[config.mk]
export PLATFORM = sky130hd
export DESIGN_NAME = link_token_responder_flat
export DESIGN_NICKNAME = d
export VERILOG_FILES = /design/src/rtl/link_token_responder_pkg.sv /design/src/rtl/link_token_responder_if.sv /design/src/rtl/link_token_responder_fifo.sv /design/src/rtl/link_token_responder.sv /design/src/flat_wrapper.sv
export SDC_FILE = /design/constraint.sdc
export NUM_CORES = 1
export LEC_CHECK = 0
export ABC_CLOCK_PERIOD_IN_PS = 13500
export BUFFER_PORTS_ARGS = -buffer_cell sky130_fd_sc_hd__clkbuf_2
export CORE_ASPECT_RATIO = 0.75
export CORE_UTILIZATION = 60
export CTS_CLUSTER_SIZE = 28
export DETAILED_ROUTE_END_ITERATION = 6
export PLACE_DENSITY = 0.83
export SYNTH_ARGS = -nofsm -noshare
export SYNTH_HDL_FRONTEND = slang
export SYNTH_SLANG_ARGS = --single-unit
[constraint.sdc]
create_clock -name i_clk -period 13.5 [get_ports i_clk]
set_input_delay 1.35 -clock i_clk [delete_from_list [all_inputs] [get_ports i_clk]]
set_output_delay 1.35 -clock i_clk [all_outputs]
set_load 0.005 [all_outputs]
[src/rtl/link_token_responder_pkg.sv]
// ============================================================================
// Module : link_ring_pkg
// Brief  : Shared beat type, responder state encoding and link width.
// Rev    : 1.0
// ============================================================================
`default_nettype none

package link_ring_pkg;

    localparam int LINK_W = 32;

    typedef struct packed {
        logic [LINK_W-1:0] token;
        logic [LINK_W-1:0] clk_cnt;
        logic [LINK_W-1:0] id;
    } link_beat_t;

    typedef enum logic [1:0] {
        RESP_IDLE = 2'd0,
        RESP_HOLD = 2'd1,
        RESP_SEND = 2'd2
    } resp_state_e;

    localparam logic [1:0] ST_IDLE = 2'd0;
    localparam logic [1:0] ST_HOLD = 2'd1;
    localparam logic [1:0] ST_SEND = 2'd2;

endpackage

`default_nettype wire

[src/rtl/link_token_responder_if.sv]
// ============================================================================
// Module : link_token_responder_if
// Brief  : One link beat (valid + token/timestamp/id), no backpressure.
// Rev    : 1.0
// ============================================================================
`default_nettype none

interface link_token_responder_if;
    import link_ring_pkg::*;

    logic              wen;
    logic [LINK_W-1:0] token;
    logic [LINK_W-1:0] clk_cnt;
    logic [LINK_W-1:0] id;

    modport master (output wen, token, clk_cnt, id);
    modport slave  (input  wen, token, clk_cnt, id);
endinterface

`default_nettype wire

[src/rtl/link_token_responder_fifo.sv]
// ============================================================================
// Module : link_beat_fifo
// Brief  : DEPTH-entry beat FIFO; a push into a full FIFO succeeds with a pop.
// Rev    : 1.0
// ============================================================================
`default_nettype none

module link_beat_fifo
    import link_ring_pkg::*;
#(
    parameter int DEPTH = 4
) (
    input  wire logic       i_clk,
    input  wire logic       i_rst,
    input  wire logic       i_push,
    input  link_beat_t      i_data,
    input  wire logic       i_pop,
    output link_beat_t      o_data,
    output logic            o_full,
    output logic            o_empty
);

    localparam int AW = $clog2(DEPTH);

    logic [AW-1:0] wr_ptr_q, wr_ptr_d;
    logic [AW-1:0] rd_ptr_q, rd_ptr_d;
    logic [AW:0]   count_q,  count_d;
    link_beat_t    mem_q [DEPTH];

    logic w_do_push;
    logic w_do_pop;

    // DEPTH is a power of two, so the count MSB alone flags full.
    assign o_full    = count_q[AW];
    assign o_empty   = (count_q == '0);
    assign o_data    = mem_q[rd_ptr_q];
    assign w_do_pop  = i_pop && !o_empty;
    assign w_do_push = i_push && (!o_full || w_do_pop);

    always_comb begin
        wr_ptr_d = wr_ptr_q;
        rd_ptr_d = rd_ptr_q;
        count_d  = count_q;
        if (w_do_push) begin
            wr_ptr_d = wr_ptr_q + AW'(1);
        end
        if (w_do_pop) begin
            rd_ptr_d = rd_ptr_q + AW'(1);
        end
        if (w_do_push && !w_do_pop) begin
            count_d = count_q + (AW+1)'(1);
        end else if (w_do_pop && !w_do_push) begin
            count_d = count_q - (AW+1)'(1);
        end
    end

    always_ff @(posedge i_clk or posedge i_rst) begin
        if (i_rst) begin
            wr_ptr_q <= '0;
            rd_ptr_q <= '0;
            count_q  <= '0;
        end else begin
            wr_ptr_q <= wr_ptr_d;
            rd_ptr_q <= rd_ptr_d;
            count_q  <= count_d;
        end
    end

    always_ff @(posedge i_clk) begin
        if (w_do_push) begin
            mem_q[wr_ptr_q] <= i_data;
        end
    end

endmodule

`default_nettype wire

[src/rtl/link_token_responder.sv]
// ============================================================================
// Module : link_token_responder
// Brief  : Ring tail: checks/buffers incoming beats, returns token+1 responses.
// Rev    : 1.0
// ============================================================================
`default_nettype none

module link_token_responder
    import link_ring_pkg::*;
#(
    parameter logic [LINK_W-1:0] MY_ID        = 32'd255,
    parameter logic [LINK_W-1:0] EXPECT_ID    = 32'd0,
    parameter logic [LINK_W-1:0] TOKEN_STEP   = 32'd1,
    parameter int                DEPTH        = 4,
    parameter int                RESP_DELAY   = 0,
    parameter int                MY_PERIOD = 16
) (
    input  wire logic               i_clk,
    input  wire logic               i_rst,
    link_token_responder_if.slave   rx_if,
    link_token_responder_if.master  tx_if,
    output logic                    o_seq_err,
    output logic                    o_id_err,
    output logic                    o_ovf,
    output logic [15:0]             o_err_cnt,
    output logic [LINK_W-1:0]       o_rx_cnt,
    output logic                    o_benchmark_event
);

    localparam logic [7:0]        C_DLY       = 8'(RESP_DELAY);
    localparam logic [LINK_W-1:0] C_BENCH_DIV = (MY_PERIOD == 0) ? 32'd1 : 32'(MY_PERIOD);

    logic [1:0]        state_q, state_d;
    logic [7:0]        dly_q, dly_d;
    logic [LINK_W-1:0] hold_tok_q, hold_tok_d;
    logic [LINK_W-1:0] cnt_q, cnt_d;
    logic              wen_q, wen_d;
    logic [LINK_W-1:0] tok_q, tok_d;
    logic [LINK_W-1:0] ts_q, ts_d;
    logic [LINK_W-1:0] id_q, id_d;
    logic              first_q, first_d;
    logic [LINK_W-1:0] prev_token_q, prev_token_d;
    logic [LINK_W-1:0] prev_clk_q, prev_clk_d;
    logic              seq_err_q, seq_err_d;
    logic              id_err_q, id_err_d;
    logic              ovf_q, ovf_d;
    logic [15:0]       err_cnt_q, err_cnt_d;
    logic [LINK_W-1:0] rx_cnt_q, rx_cnt_d;
    logic              my_q, my_d;

    link_beat_t  w_in_beat;
    link_beat_t  w_fifo_rd;
    logic        w_full;
    logic        w_empty;
    logic        w_pop;
    logic        w_accept;
    logic        w_drop;
    logic        w_id_bad;
    logic        w_seq_bad;
    logic [1:0]  w_n_err;
    logic [16:0] w_err_sum;
    logic        w_unused_fields;

    assign w_in_beat = '{token: rx_if.token, clk_cnt: rx_if.clk_cnt, id: rx_if.id};

    // Only the token travels to the response; the rest is kept for ring-wide beat format.
    assign w_unused_fields = ^{w_fifo_rd.clk_cnt, w_fifo_rd.id};

    link_beat_fifo #(
        .DEPTH   (DEPTH)
    ) u_fifo (
        .i_clk   (i_clk),
        .i_rst   (i_rst),
        .i_push  (rx_if.wen),
        .i_data  (w_in_beat),
        .i_pop   (w_pop),
        .o_data  (w_fifo_rd),
        .o_full  (w_full),
        .o_empty (w_empty)
    );

    assign w_pop     = ((state_q == ST_IDLE) || (state_q == ST_SEND)) && !w_empty;
    assign w_accept  = rx_if.wen && (!w_full || w_pop);
    assign w_drop    = rx_if.wen && !w_accept;
    assign w_id_bad  = rx_if.wen && (rx_if.id != EXPECT_ID);
    assign w_seq_bad = rx_if.wen && !first_q &&
                       ((rx_if.token != prev_token_q + TOKEN_STEP) ||
                        (rx_if.clk_cnt <= prev_clk_q));
    assign w_n_err   = {1'b0, w_id_bad} + {1'b0, w_seq_bad} + {1'b0, w_drop};
    assign w_err_sum = {1'b0, err_cnt_q} + {15'd0, w_n_err};

    always_comb begin
        first_d      = first_q;
        prev_token_d = prev_token_q;
        prev_clk_d   = prev_clk_q;
        if (rx_if.wen) begin
            first_d      = 1'b0;
            prev_token_d = rx_if.token;
            prev_clk_d   = rx_if.clk_cnt;
        end
        seq_err_d = seq_err_q | w_seq_bad;
        id_err_d  = id_err_q  | w_id_bad;
        ovf_d     = ovf_q     | w_drop;
        err_cnt_d = w_err_sum[16] ? 16'hFFFF : w_err_sum[15:0];
        rx_cnt_d  = rx_cnt_q + (w_accept ? 32'd1 : 32'd0);
        my_d   = (MY_PERIOD != 0) && w_accept && ((rx_cnt_d % C_BENCH_DIV) == 32'd0);
    end

    always_comb begin
        cnt_d      = cnt_q + 32'd1;
        state_d    = state_q;
        dly_d      = dly_q;
        hold_tok_d = hold_tok_q;
        wen_d      = 1'b0;
        tok_d      = tok_q;
        ts_d       = ts_q;
        id_d       = id_q;
        case (state_q)
            ST_IDLE: begin
                if (!w_empty) begin
                    state_d    = ST_HOLD;
                    dly_d      = C_DLY;
                    hold_tok_d = w_fifo_rd.token;
                end
            end
            ST_HOLD: begin
                if (dly_q == 8'd0) begin
                    // Response fields register together with o_wen so they appear in the SEND cycle.
                    state_d = ST_SEND;
                    wen_d   = 1'b1;
                    tok_d   = hold_tok_q + 32'd1;
                    ts_d    = cnt_d;
                    id_d    = MY_ID;
                end else begin
                    dly_d = dly_q - 8'd1;
                end
            end
            ST_SEND: begin
                if (!w_empty) begin
                    state_d    = ST_HOLD;
                    dly_d      = C_DLY;
                    hold_tok_d = w_fifo_rd.token;
                end else begin
                    state_d = ST_IDLE;
                end
            end
            default: state_d = ST_IDLE;
        endcase
    end

    always_ff @(posedge i_clk or posedge i_rst) begin
        if (i_rst) begin
            state_q      <= ST_IDLE;
            dly_q        <= '0;
            hold_tok_q   <= '0;
            cnt_q        <= '0;
            wen_q        <= 1'b0;
            tok_q        <= '0;
            ts_q         <= '0;
            id_q         <= '0;
            first_q      <= 1'b1;
            prev_token_q <= '0;
            prev_clk_q   <= '0;
            seq_err_q    <= 1'b0;
            id_err_q     <= 1'b0;
            ovf_q        <= 1'b0;
            err_cnt_q    <= '0;
            rx_cnt_q     <= '0;
            my_q      <= 1'b0;
        end else begin
            state_q      <= state_d;
            dly_q        <= dly_d;
            hold_tok_q   <= hold_tok_d;
            cnt_q        <= cnt_d;
            wen_q        <= wen_d;
            tok_q        <= tok_d;
            ts_q         <= ts_d;
            id_q         <= id_d;
            first_q      <= first_d;
            prev_token_q <= prev_token_d;
            prev_clk_q   <= prev_clk_d;
            seq_err_q    <= seq_err_d;
            id_err_q     <= id_err_d;
            ovf_q        <= ovf_d;
            err_cnt_q    <= err_cnt_d;
            rx_cnt_q     <= rx_cnt_d;
            my_q      <= my_d;
        end
    end

    assign tx_if.wen         = wen_q;
    assign tx_if.token       = tok_q;
    assign tx_if.clk_cnt     = ts_q;
    assign tx_if.id          = id_q;
    assign o_seq_err         = seq_err_q;
    assign o_id_err          = id_err_q;
    assign o_ovf             = ovf_q;
    assign o_err_cnt         = err_cnt_q;
    assign o_rx_cnt          = rx_cnt_q;
    assign o_benchmark_event = my_q;

endmodule

`default_nettype wire

[src/flat_wrapper.sv]
// flat-port wrapper written by rule: the top's interface ports become plain ports
module link_token_responder_flat import link_ring_pkg::*;
#(
    parameter logic [LINK_W-1:0] MY_ID        = 32'd255,
    parameter logic [LINK_W-1:0] EXPECT_ID    = 32'd0,
    parameter logic [LINK_W-1:0] TOKEN_STEP   = 32'd1,
    parameter int                DEPTH        = 4,
    parameter int                RESP_DELAY   = 0,
    parameter int                MY_PERIOD = 16
)
  (i_clk, i_rst, o_seq_err, o_id_err, o_ovf, o_err_cnt, o_rx_cnt, o_benchmark_event, rx_if_wen, rx_if_token, rx_if_clk_cnt, rx_if_id, tx_if_wen, tx_if_token, tx_if_clk_cnt, tx_if_id);
  link_token_responder_if rx_if_i ();
  link_token_responder_if tx_if_i ();
  input  wire logic i_clk;
  input  wire logic i_rst;
  output logic o_seq_err;
  output logic o_id_err;
  output logic o_ovf;
  output logic [15:0] o_err_cnt;
  output logic [LINK_W-1:0] o_rx_cnt;
  output logic o_benchmark_event;
  input wire logic [$bits(rx_if_i.wen)-1:0] rx_if_wen;
  input wire logic [$bits(rx_if_i.token)-1:0] rx_if_token;
  input wire logic [$bits(rx_if_i.clk_cnt)-1:0] rx_if_clk_cnt;
  input wire logic [$bits(rx_if_i.id)-1:0] rx_if_id;
  output wire logic [$bits(tx_if_i.wen)-1:0] tx_if_wen;
  output wire logic [$bits(tx_if_i.token)-1:0] tx_if_token;
  output wire logic [$bits(tx_if_i.clk_cnt)-1:0] tx_if_clk_cnt;
  output wire logic [$bits(tx_if_i.id)-1:0] tx_if_id;
  assign rx_if_i.wen = rx_if_wen;
  assign rx_if_i.token = rx_if_token;
  assign rx_if_i.clk_cnt = rx_if_clk_cnt;
  assign rx_if_i.id = rx_if_id;
  assign tx_if_wen = tx_if_i.wen;
  assign tx_if_token = tx_if_i.token;
  assign tx_if_clk_cnt = tx_if_i.clk_cnt;
  assign tx_if_id = tx_if_i.id;
  link_token_responder #(.MY_ID(MY_ID), .EXPECT_ID(EXPECT_ID), .TOKEN_STEP(TOKEN_STEP), .DEPTH(DEPTH), .RESP_DELAY(RESP_DELAY), .MY_PERIOD(MY_PERIOD)) u_core (.i_clk(i_clk), .i_rst(i_rst), .rx_if(rx_if_i), .tx_if(tx_if_i), .o_seq_err(o_seq_err), .o_id_err(o_id_err), .o_ovf(o_ovf), .o_err_cnt(o_err_cnt), .o_rx_cnt(o_rx_cnt), .o_benchmark_event(o_benchmark_event));
endmodule
==> metrics.md <==
| Metric | Value |
|---|---|
| Distinct cell type count after synthesis | `65` |
| Hold Crit Endpoint | `u_core.tx_if.token[12]$_DFFE_PP0P_` |
| Setup WS pre-CTS | `7.637 ns` |
| Worst-skew pair later-pin latency | `0.54 ns` |
| Post-synth top area cell | `dfrtp_1` |
| Synth top area cells | `dfrtp_1 37%, edfxtp_1 22%, mux2_2 4.9%, xnor2_1 4.8%, mux4_2 4.1%` |
| Clock skew | `0.02421 ns` |
| Clk slew on worst S/H paths | `0.06 ns` |
| Vias in the first global route | `11,200` |
| Pins Over Slew Limit | `0` |
| CP Launch Type | `input pin` |
| Synth Area in Simple Gates | `11.83%` |
| Total number of vias | `11,360` |
| Final WL | `36,200 um` |
| Port bufs | `223` |
| GRT overflow | `0` |
| First-pass GRT wire length | `57,740 um` |
| Die height | `150.8 um` |
| Dpl hpwl | `24,470 um` |
| Slew HR | `31.80%` |
| Drt wl/cell | `17.58 um` |
| Final core occ | `69.54%` |
| FMAX | `0.1878 GHz` |
| Total Routing Usage GR | `24.22%` |
| Crit Path Category | `in2reg` |
| Status | `finished clean` |
| Root buf cell | `clkbuf_16` |
| Min Tclk post-route | `5.325 ns` |
| Largest net degree at the start of global routing | `126` |
| Critical R2R Launch | `u_core.prev_token_q[5]$_DFFE_PP0P_` |
| RSZ-0062 raised after global routing | `no` |
| Initial cell density of the core | `60.93%` |
| YS warnings | `0` |
| CTS tree | `yes` |
| R2R cell count | `16` |
| Num rows | `54` |
| HP Class | `reg2reg` |
| Sum Neg Setup Slack | `0 ns` |
| XOR/XNOR share of the synthesized area | `7.571%` |
| Clock Tree Buf Depth | `3` |
| CP Capture Type | `flop` |
| Inserted Clock Buffers | `39` |
| Cell Area, Synth | `0.01770 sq mm` |
| Post-synthesis mux area share | `9.253%` |
| CORE AREA | `0.02905 sq mm` |
| Seq/Total Area, Yosys | `59.04%` |
| Reg2reg end | `u_core.o_err_cnt[1]$_DFF_PP0_` |
| Power per cell area | `176.3 mW/mm^2` |
| Synth Area in Adders | `3.520%` |
| Period utilisation layout | `39.44%` |
| Pre-antenna DRT Iters | `4` |
| R2R setup slack | `8.43 ns` |
| Initial antenna violation count | `2` |
| Critical path fanouts, max | `13` |
| Hold Buf Count CTS | `0` |
| Hold Vio Cnt, Final | `0` |
| Via density per instance | `5.518` |
| Final setup vio count | `0` |
| Initial DRC count | `737` |
| Die area | `0.03020 sq mm` |
| Ys async rst share | `67.35%` |
| Slew at the pin closest to its max-slew limit | `1.023 ns` |
| DIE WIDTH | `200.3 um` |
| Number of max-cap violations | `0` |
| DRC | `0` |
| Main combinational cell family by area after synthesis | `simple AND/OR/NAND/NOR gates` |
| Critical Path RT | `13.96 ns` |
| CTS H-Tree Depth | `2` |
| Worst EP arrival | `5.78 ns` |
| Synth Flop Type | `dfrtp_1` |
| Number of synthesized flops with an enable pin | `128` |
| Area delta synth->final | `14.14%` |
| Cell count after synthesis | `1,420` |
| # IOs | `248` |
| Clk sink count | `392` |
| PostCTS Resize Cnt | `0` |
| Register bit count reported by yosys | `392` |
| Worst Hold Depth | `2` |
| Gp weighted congestion | `0.9041` |
| Worst setup path startpoint | `rx_if_token[30]` |
| Post-synthesis area per instance | `12.47 sq um` |
| Share of Yosys cell area claimed by the top area cell type | `37.18%` |
| Post-route ant nets | `0` |
| # fillers | `2,053` |
| Worst Setup Slack, final | `8.175 ns` |
| Final #Nets | `1,784` |
| VDD IR max | `0.0001130 V` |
| Post-CTS Setup Repair Bufs | `0` |
| Synth Area in Compound Gates | `4.856%` |
| Hold_sp | `u_core.tx_if.token[12]$_DFFE_PP0P_` |
| Leakage | `8.822 nW` |
| Layout cells sized above 1 | `25.84%` |
==> placed cells by master, fill, tap and decap left out, types with 17 or more instances in the layout <==
master     synthesis  final
a21oi_1           25     25
clkbuf_16          0     41
clkbuf_2           0    222
conb_1             1     24
dfrtp_1          263    261
edfxtp_1         128    128
ha_1              45     45
inv_1             64     63
mux2_2            77     77
mux4_2            32     32
nand2_1          168    168
nand3_1           60     60
nand4_1           32     32
nor2_1            51     50
nor3_1            17     17
nor4_1            22     22
o21ai_0           89     89
xnor2_1           96     96
xor2_1            57     57
==> per-stage QoR <==
stage          hold WS, ns  power [mW]  cells  instance area (sq um)
2_1_floorplan       0.4384       2.279   1443                  17790
3_3_place_gp        0.4539       2.523   1988                  19010
3_5_place_dp        0.4630       2.570   1988                  19010
4_1_cts             0.4790       3.598   2056                  20200
5_1_grt             0.4916       3.759   2057                  20200
6_report            0.4773       3.562   2059                  20200
==> cell type report <==
class	instances	area, sq um	share of cell area [%]
sequential	392	10450	51.74
tap	392	490.5	2.428
clock buffer	51	1074	5.313
antenna	3	7.507	0.03716
multi-input combinational	910	6656	32.95
timing repair buffer	229	1161	5.747
clock inverter	17	110.1	0.5450
inverter	65	251.5	1.245
==> Yosys cell counts, types with 5 or more instances <==
master	instances
and3_1	14
edfxtp_1	128
nor2b_1	5
dfrtp_1	263
inv_1	64
nor3_1	17
xnor2_1	96
a21oi_1	25
nand3_1	60
or2_2	8
o21a_1	5
buf_2	5
mux4_2	32
xor2_1	57
clkbuf_1	28
ha_1	45
buf_1	5
buf_4	34
mux2_2	77
or3_1	5
nand2_1	168
mux2i_1	5
nand4_1	32
and2_1	6
and4_1	9
o21ai_0	89
nor4_1	22
nor2_1	51
==> layer usage <==
metal | global-route usage (%) | part of all wire (%)
met1 | 34.24 | 45
met2 | 38.14 | 46
met5 | 0 | 0
met4 | 6.908 | 2.1
met3 | 5.281 | 6.8
==> worst max path at each step <==
stage | end | slack [ns] | cells past startpoint
floorplan | u_core.cnt_q[0]$_DFF_PP0_ | 4.88 | 1
global route | u_core.o_err_cnt[1]$_DFF_PP0_ | 7.77 | 17
CTS | u_core.o_err_cnt[1]$_DFF_PP0_ | 8.18 | 17
finish | u_core.o_err_cnt[1]$_DFF_PP0_ | 8.18 | 17
global placement | u_core.o_err_cnt[0]$_DFF_PP0_ | 7.87 | 17
detailed placement | u_core.o_err_cnt[1]$_DFF_PP0_ | 7.64 | 17
==> power by group <==
group	switching, mW	internal, mW	leakage [nW]
combinational	0.452	0.426	3.75
sequential	0.190	1.48	4.49
clock	0.450	0.565	0.577
==> worst max-delay path: stages <==
cell and delay, ns:
clkbuf_2 0.15, xnor2_1 0.42, a21oi_1 0.12, nor4_1 0.28, o2111ai_1 0.16, or4_1 0.44
nor4_1 0.46, a21oi_1 0.19, fa_1 0.55, ha_1 0.19, fa_1 0.23, and3_1 0.23
nand3_1 0.12, nor2_1 0.20, nand3_1 0.14, or2_2 0.44, nand2b_1 0.11
==> cells by family after synthesis <==
group,after synthesis
muxes,114
AOI/OAI and AO/OA,147
other,1
and+or+nand+nor,424
DFF,392
buffers and inverters,141
xor gates and xnor gates,153
adders and majority gates,48
==> registers in the layout, summed over array words and instances, names as in the netlist, 2 cells and up <==
register,cells
u_core.u_fifo.rd_ptr_q,2
u_core.tx_if.token,32
u_core.o_rx_cnt,32
u_core.state_q,2
u_core.u_fifo.mem_q,128
u_core.u_fifo.count_q,3
u_core.hold_tok_q,32
u_core.prev_token_q,32
u_core.u_fifo.wr_ptr_q,2
u_core.o_err_cnt,16
u_core.tx_if.clk_cnt,32
u_core.dly_q,8
u_core.prev_clk_q,32
u_core.cnt_q,32
Power figures use the tool's default switching activity.
